**src/rtl/decoder_scan_n.sv**
```systemverilog
`default_nettype none
// ============================================================================
// Module   : decoder_scan_n
// Brief    : Registered N-to-2^N active-low decoder with direct, continuous
//            scan and single-sweep modes, each index held dwell+1 cycles.
// Revision : 1.0 - initial release
// ============================================================================
module decoder_scan_n #(
    parameter int N       = 2,
    parameter int DWELL_W = 8
) (
    input  logic                 clk,
    input  logic                 rst_n,
    input  logic                 en,
    input  logic [1:0]           mode,
    input  logic [N-1:0]         sel,
    input  logic [DWELL_W-1:0]   dwell,
    input  logic                 start,
    output logic [(2**N)-1:0]    y_n,
    output logic [N-1:0]         idx,
    output logic                 valid,
    output logic                 busy,
    output logic                 done
);

    localparam int          c_OUT_W    = 2**N;
    localparam logic [1:0]  c_IDLE     = 2'd0;
    localparam logic [1:0]  c_DIRECT   = 2'd1;
    localparam logic [1:0]  c_SCAN     = 2'd2;
    localparam logic [1:0]  c_SWEEP    = 2'd3;
    localparam logic [N-1:0] c_IDX_LAST = {N{1'b1}};

    logic [1:0]          r_state;
    logic [N-1:0]        r_idx;
    logic [DWELL_W-1:0]  r_cnt;
    logic [DWELL_W-1:0]  r_dwell_q;
    logic [c_OUT_W-1:0]  r_y_n;
    logic                r_valid;
    logic                r_busy;
    logic                r_done;

    logic [1:0]          w_state_nxt;
    logic [N-1:0]        w_idx_nxt;
    logic [DWELL_W-1:0]  w_cnt_nxt;
    logic [DWELL_W-1:0]  w_dwell_nxt;
    logic                w_done_nxt;
    logic                w_hold_over;
    logic [c_OUT_W-1:0]  w_onehot;
    logic [c_OUT_W-1:0]  w_y_n_nxt;
    logic                w_valid_nxt;
    logic                w_busy_nxt;

    assign w_hold_over = (r_cnt == r_dwell_q);

    // State register: outputs are registered from the next-state values so
    // they change only on clk and never glitch.
    always_ff @(posedge clk or negedge rst_n) begin
        if (!rst_n) begin
            r_state   <= c_IDLE;
            r_idx     <= '0;
            r_cnt     <= '0;
            r_dwell_q <= '0;
            r_y_n     <= '1;
            r_valid   <= 1'b0;
            r_busy    <= 1'b0;
            r_done    <= 1'b0;
        end else begin
            r_state   <= w_state_nxt;
            r_idx     <= w_idx_nxt;
            r_cnt     <= w_cnt_nxt;
            r_dwell_q <= w_dwell_nxt;
            r_y_n     <= w_y_n_nxt;
            r_valid   <= w_valid_nxt;
            r_busy    <= w_busy_nxt;
            r_done    <= w_done_nxt;
        end
    end

    // Next-state: enable, then mode, then the dwell/advance rule.
    always_comb begin
        w_state_nxt = r_state;
        w_idx_nxt   = r_idx;
        w_cnt_nxt   = r_cnt;
        w_dwell_nxt = r_dwell_q;
        w_done_nxt  = 1'b0;
        if (!en) begin
            w_state_nxt = c_IDLE;
            w_idx_nxt   = '0;
            w_cnt_nxt   = '0;
        end else if (mode == 2'b01) begin
            if (r_state != c_SCAN) begin
                w_state_nxt = c_SCAN;
                w_idx_nxt   = '0;
                w_cnt_nxt   = '0;
                w_dwell_nxt = dwell;
            end else if (!w_hold_over) begin
                w_cnt_nxt = r_cnt + 1'b1;
            end else begin
                w_cnt_nxt   = '0;
                w_dwell_nxt = dwell;
                w_idx_nxt   = r_idx + 1'b1;
            end
        end else if (mode == 2'b10) begin
            if (r_state == c_SWEEP) begin
                if (!w_hold_over) begin
                    w_cnt_nxt = r_cnt + 1'b1;
                end else if (r_idx == c_IDX_LAST) begin
                    w_state_nxt = c_IDLE;
                    w_idx_nxt   = '0;
                    w_cnt_nxt   = '0;
                    w_done_nxt  = 1'b1;
                end else begin
                    w_cnt_nxt   = '0;
                    w_dwell_nxt = dwell;
                    w_idx_nxt   = r_idx + 1'b1;
                end
            end else if (start) begin
                w_state_nxt = c_SWEEP;
                w_idx_nxt   = '0;
                w_cnt_nxt   = '0;
                w_dwell_nxt = dwell;
            end else begin
                w_state_nxt = c_IDLE;
                w_idx_nxt   = '0;
                w_cnt_nxt   = '0;
            end
        end else begin
            w_state_nxt = c_DIRECT;
            w_idx_nxt   = sel;
            w_cnt_nxt   = '0;
        end
    end

    generate
        for (genvar k = 0; k < c_OUT_W; k++) begin : g_dec
            assign w_onehot[k] = (w_idx_nxt == N'(k));
        end
    endgenerate

    always_comb begin
        w_y_n_nxt   = '1;
        w_valid_nxt = 1'b0;
        w_busy_nxt  = (w_state_nxt == c_SWEEP);
        if (w_state_nxt != c_IDLE) begin
            w_y_n_nxt   = ~w_onehot;
            w_valid_nxt = 1'b1;
        end
    end

    assign y_n   = r_y_n;
    assign idx   = r_idx;
    assign valid = r_valid;
    assign busy  = r_busy;
    assign done  = r_done;

endmodule
`default_nettype wire

```
**config.mk**
```make
export PLATFORM = sky130hd
export DESIGN_NAME = decoder_scan_n
export DESIGN_NICKNAME = d
export VERILOG_FILES = /design/src/rtl/decoder_scan_n.sv
export SDC_FILE = /design/constraint.sdc
export NUM_CORES = 1
export LEC_CHECK = 0
export CORE_MARGIN = 8
export CORE_UTILIZATION = 54
export DETAILED_ROUTE_END_ITERATION = 10
export PLACE_DENSITY = 0.79
export SYNTH_ARGS = -nofsm -noshare
export SYNTH_HDL_FRONTEND = slang
export SYNTH_SLANG_ARGS = --single-unit
```
**constraint.sdc**
```tcl
create_clock -name clk -period 3.41 [get_ports clk]
set_input_delay 0.341 -clock clk [delete_from_list [all_inputs] [get_ports clk]]
set_output_delay 0.341 -clock clk [all_outputs]
set_load 0.02 [all_outputs]
```
Yosys cells after proc, flatten, opt, wreduce, memory -nomap -nowiden
Index checks and enable logic that the tools add are counted.
{"block": "totals", "ff_bits": 27, "latchBits": 0, "wordCells": 67, "mem_bits_rw": 0, "mem_bits_ro": 0, "memories": 0, "output_inout_bits": 9, "input_bits": 16}
{"block": "classes", "add_sub_neg": 2, "shifts": 0, "bitwise_logic": 1, "n_eq_ne": 13, "mul": 0, "n_div": 0, "n_lt_le_gt_ge": 0, "mux": 38, "reduce_logical": 5}
{"op": "2-to-1 mux 8 bit", "n": 14}
{"op": "2-to-1 mux 2 bit", "n": 16}
{"op": "equality test 2 bit, second input constant", "n": 6}
{"op": "adder 8 x 1 -> 8 bit, second input constant", "n": 1}
{"op": "equality test 8 bit", "n": 1}
{"op": "2-to-1 mux 1 bit", "n": 7}
{"op": "!= test 3 bit, second input constant", "n": 2}
{"op": "AND reduction 6 bit", "n": 1}
{"op": "equality test 2 x 1 -> 1 bit, second input constant", "n": 2}
{"op": "2-to-1 mux 4 bit", "n": 1}
{"op": "inverter 4 bit", "n": 1}
{"op": "nonzero test 2 bit", "n": 2}
{"op": "!= test 3 x 2 -> 1 bit, second input constant", "n": 1}
{"op": "nonzero test 3 bit", "n": 1}
{"op": "adder 2 x 1 -> 2 bit, second input constant", "n": 1}
{"op": "logical NOT 2 bit", "n": 1}
{"op": "!= test 2 bit, second input constant", "n": 1}

Longest topological paths before layout
{"block": "depth", "word_depth": 10, "mapped_depth": 9, "ltp_nobuf": 8}

Worst setup path after synthesis
No wires, ideal clock.
{"block": "synth_timing", "kind": "input to register", "from": "input port mode[1]", "to": "register r_y_n[1] (netlist: y_n[1])", "arrival_ps": 1777, "cell_stages": 8, "path_buffers": 1, "setup_ps": 88, "required_time_ps": 3322, "path_slack_ps": 1545, "path_cell_list": "inv_1 -> ha_1 -> buf_2 -> nand4b_1 -> a21oi_2 -> nand2_1 -> o211a_4 -> or3_1"}
{"block": "synth_via", "elab_chain_cells": 7, "elab_cells_between_ends": 12, "classes_between": "3 x eq/ne; 7 x mux; 1 x bitwise; 1 x reduce/logical"}
{"item": "start: declaration", "line_no": "15", "text": "input logic [1:0] mode,"}
{"item": "equality test 2 bit", "line_no": "103", "text": "end else if (mode == 2'b10) begin"}
{"item": "2-to-1 mux 2 bit", "line_no": "103"}
{"item": "2-to-1 mux 2 bit", "line_no": "90", "text": "end else if (mode == 2'b01) begin"}
{"item": "2-to-1 mux 2 bit", "line_no": "86", "text": "if (!en) begin"}
{"item": "equality test 2 x 1 -> 1 bit", "line_no": "136", "text": "assign w_onehot[k] = (w_idx_nxt == N'(k));"}
{"item": "inverter 4 bit", "line_no": "145", "text": "w_y_n_nxt = ~w_onehot;"}
{"item": "2-to-1 mux 4 bit *", "line_no": "144", "text": "if (w_state_nxt != c_IDLE) begin"}
{"item": "via w_y_n_nxt[1]", "line_no": "49", "text": "logic [c_OUT_W-1:0] w_y_n_nxt;"}
{"item": "end signal: assignment", "line_no": "72", "text": "r_y_n <= w_y_n_nxt;"}
{"item": "end: declaration", "line_no": "37", "text": "logic [c_OUT_W-1:0] r_y_n;"}
The timed path passes the listed nets; every way through them passes the cells marked *.
A chain may end at the register's enable or synchronous reset.

Worst setup path after layout
Same ends and word-level chain as after synthesis.

==> impl_metrics.tcl <==
set metrics [dict create \
    drt_first_iter_violations 57 \
    worstSetupStartpointType "input port" \
    power.static_leakage_nw 0.674 \
    wire_per_inst_um 15.4 \
    status "complete, no violations" \
    finalPower_mw 0.658 \
    syn_avg_cell_area_um2 11.2 \
    final_critical_period_ns 2.20 \
    synth.cells.most_frequent "dfrtp_1 (23), nor2_1 (15), xnor2_1 (12)" \
    worstPathRequired_ns 3.66 \
    placement_rows 18 \
    synth-async-reset-ratio_pct 100 \
    rsz_0062_raised_after_global_routing "no" \
    grt_antenna_before_repair 0 \
    cts_buffer_count 3 \
    final_core_utilization_pct 68.0 \
    worst_hold_path_type "reg2reg" \
    drt_drc_violations_left 0 \
    area_growth_syn_to_layout_pct 23.1 \
    multi_input_area_um2 623 \
    vdd_drop_max_v 0.000272 \
    ctsHtreeMaxLevel 1 \
    ys.flop_type "dfrtp_1" \
    fillCellCount 184 \
    grt_first_pass_wirelength_mm 4.66 \
    fin_crit_sh_pct 64.5 \
    hold_violations 0 \
    cts_max_path_buffers 2 \
    clk_pin_slew_ns 0.15 \
    critical_path_class "in2reg" \
    dr.max_layer_used "met4" \
    finalMaxSlewViolations 0 \
    grt.overflow.total 0 \
    synth_most_common_cell "dfrtp_1" \
    postCtsSetupBuffers 0 \
    port_buffers 24 \
    met3_wire_length_um 159 \
    max_slew.worst_pin.slew_ns 1.13 \
    clock_latency_ns 0.32 \
    synth_top_area_share_pct 43.2 \
    timing.critical_path.to_type "register" \
    drive_above_1_share_pct 17.7 \
    route.antenna.remaining_nets 0 \
    max-slew-margin-rel_pct 24.3 \
    drv_cap 0 \
    routed_length_on_met2_mm 1.42 \
    gp_routability_congestion 0.877 \
    place.detailed.hpwl_mm 2.22 \
    clock_tree_from_tritoncts "built" \
    via_count_of_the_first_global_routing_pass 1079 \
    dr.pass1.iters 4 \
    synth_area_leaders "dfrtp_1 (43%), dfstp_2 (7.9%), xnor2_1 (7.9%)" \
    cts.root.buffer_cell "clkbuf_4" \
    vias 974 \
    synth.net_count 139 \
    yosysWarningCount 0 \
    power_density_nw_per_um2 401 \
    setup_violations 0 \
    place.detailed.instances 173 \
    postSynthCellCount 119 \
    worst-endpoint-arrival_ns 2.45 \
    fin_cells 177 \
    ys_seq_area_share_pct 51.1 \
    antenna-diode-count 0 \
    via_per_inst 5.50 \
    drt-total-wl_mm 2.73 \
    final_tns_setup_ns 0 \
    floorplan.io_pins 25 \
    met1Wirelength_mm 1.09 \
    design.die.area_um2 4310 \
    timing.clock.skew_ns 0.00638 \
    regArea_um2 681 \
    fp.dieW_um 65.7 \
    syn-cell-area_um2 1330 \
    cts-hold-fix-buffers 0 \
    worst-path-max-fanout 8 \
    maximum_number_of_pins_on_one_net_before_global_route_repair 28 \
    finalNetCount 168 \
    synth_edf_count 0 \
    overall_routing_resource_usage_pct 13.6 \
    die-height_um 65.7 \
    initial_util_pct 55.2 \
    post-synth-top-area-cell "dfrtp_1" \
    cts.sink_count 27 \
    core_region_area_um2 2410 \
    fmax_ghz 0.455 \
    synth.distinct_cells 34 \
    cts_resized 0 \
    synth_seq_cells 27 \
]
[flip-flops by register name, indices dropped and copies added (netlist names)]
name,cells
idx,2
valid,1
y_n,4
done,1
busy,1
r_dwell_q,8
r_state,2
r_cnt,8
[path summary, 6_finish.rpt]
kind	startpoint	endpoint	slack, ns	cells past startpoint
max	mode[1]	y_n[1]$_DFF_PN1_	1.21	8
min	r_cnt[0]$_DFF_PN0_	r_cnt[0]$_DFF_PN0_	0.54	1
max reg2reg	r_cnt[1]$_DFF_PN0_	r_dwell_q[3]$_DFFE_PN0P_	1.45	5
min reg2reg	r_cnt[0]$_DFF_PN0_	r_cnt[0]$_DFF_PN0_	0.54	1
max in group asynchronous	rst_n	y_n[3]$_DFF_PN1_	2.07	2
min in group asynchronous	rst_n	done$_DFF_PN0_	0.61	1
[cell families (layout without fill, tap and decap cells)]
group / count (synthesis) / after routing / share of synthesized area (%)
flops: 27 / 27 / 51.1
xor+xnor: 15 / 15 / 9.87
mux: 8 / 8 / 6.77
compound gates: 15 / 15 / 8.37
simple gates: 43 / 43 / 18.0
buf+inv: 7 / 35 / 2.07
fa+ha+maj: 4 / 4 / 3.76
[cells in the final DEF, fill, tap and decap left out]
master           synthesis  final
o21a_1                   1      1
a22oi_1                  1      1
xnor2_1                 12     12
a21oi_2                  2      2
xor2_1                   3      3
nor2_1                  15     15
nand3b_1                 1      1
nor3_1                   1      1
mux2_2                   8      8
o21ai_0                  2      2
or4b_1                   1      1
a21o_1                   1      1
o211ai_1                 1      1
inv_1                    5      5
nand3_1                  5      5
o211a_4                  1      1
o31ai_1                  1      1
nand4_2                  1      1
clkinv_2                 0      1
a21oi_1                  3      3
and4_4                   2      2
ha_1                     4      4
inv_2                    1      1
nand4b_1                 1      1
a31oi_1                  1      1
buf_4                    0      1
or2_2                    1      1
dfrtp_1                 23     23
nor4_4                   1      1
dfstp_2                  4      4
or3_1                    1      1
clkdlybuf4s50_1          0     24
and3_1                   2      2
nand4_1                  2      2
clkbuf_4                 0      3
a21boi_0                 1      1
nand2_1                  9      9
[layer usage]
metal | vias up | GRT usage [%]
met4 | 0 | 6.27
met1 | 465 | 14.4
met3 | 6 | 2.89
li1 | 467 | -
met2 | 36 | 25.0
met5 | - | 0
[through the flow]
step           instance area [um^2]  hold slack (ns)  setup slack (ns)
2_1_floorplan                  1330           0.0454              1.55
3_3_place_gp                   1610            0.494             0.972
3_5_place_dp                   1610            0.523             0.898
4_1_cts                        1640            0.542              1.25
5_1_grt                        1640            0.553              1.14
6_report                       1640            0.536              1.21
[area by class of cell]
type	instances	area share, %
clock buffer	3	1.37
tap	30	2.29
clock inverter	1	0.305
sequential	27	41.5
inverter	6	1.37
multi-input combinational	85	38.0
timing repair buffer	25	15.1
[critical path, stage by stage]
cell and delay, ns:
clkdlybuf4s50_1 0.48, inv_1 0.05, ha_1 0.27, nand4b_1 0.28
a21oi_2 0.31, nand2_1 0.11, o211a_4 0.25, or3_1 0.37
[where the power goes]
part	leakage, nW	total (mW)	internal (mW)	switching (mW)
clock network	0.0177	0.137	0.0439	0.0933
logic	0.315	0.143	0.0787	0.0645
registers	0.340	0.377	0.354	0.0234
total	0.674	0.658	0.476	0.181
No activity file was read; power rests on OpenSTA's default activity.
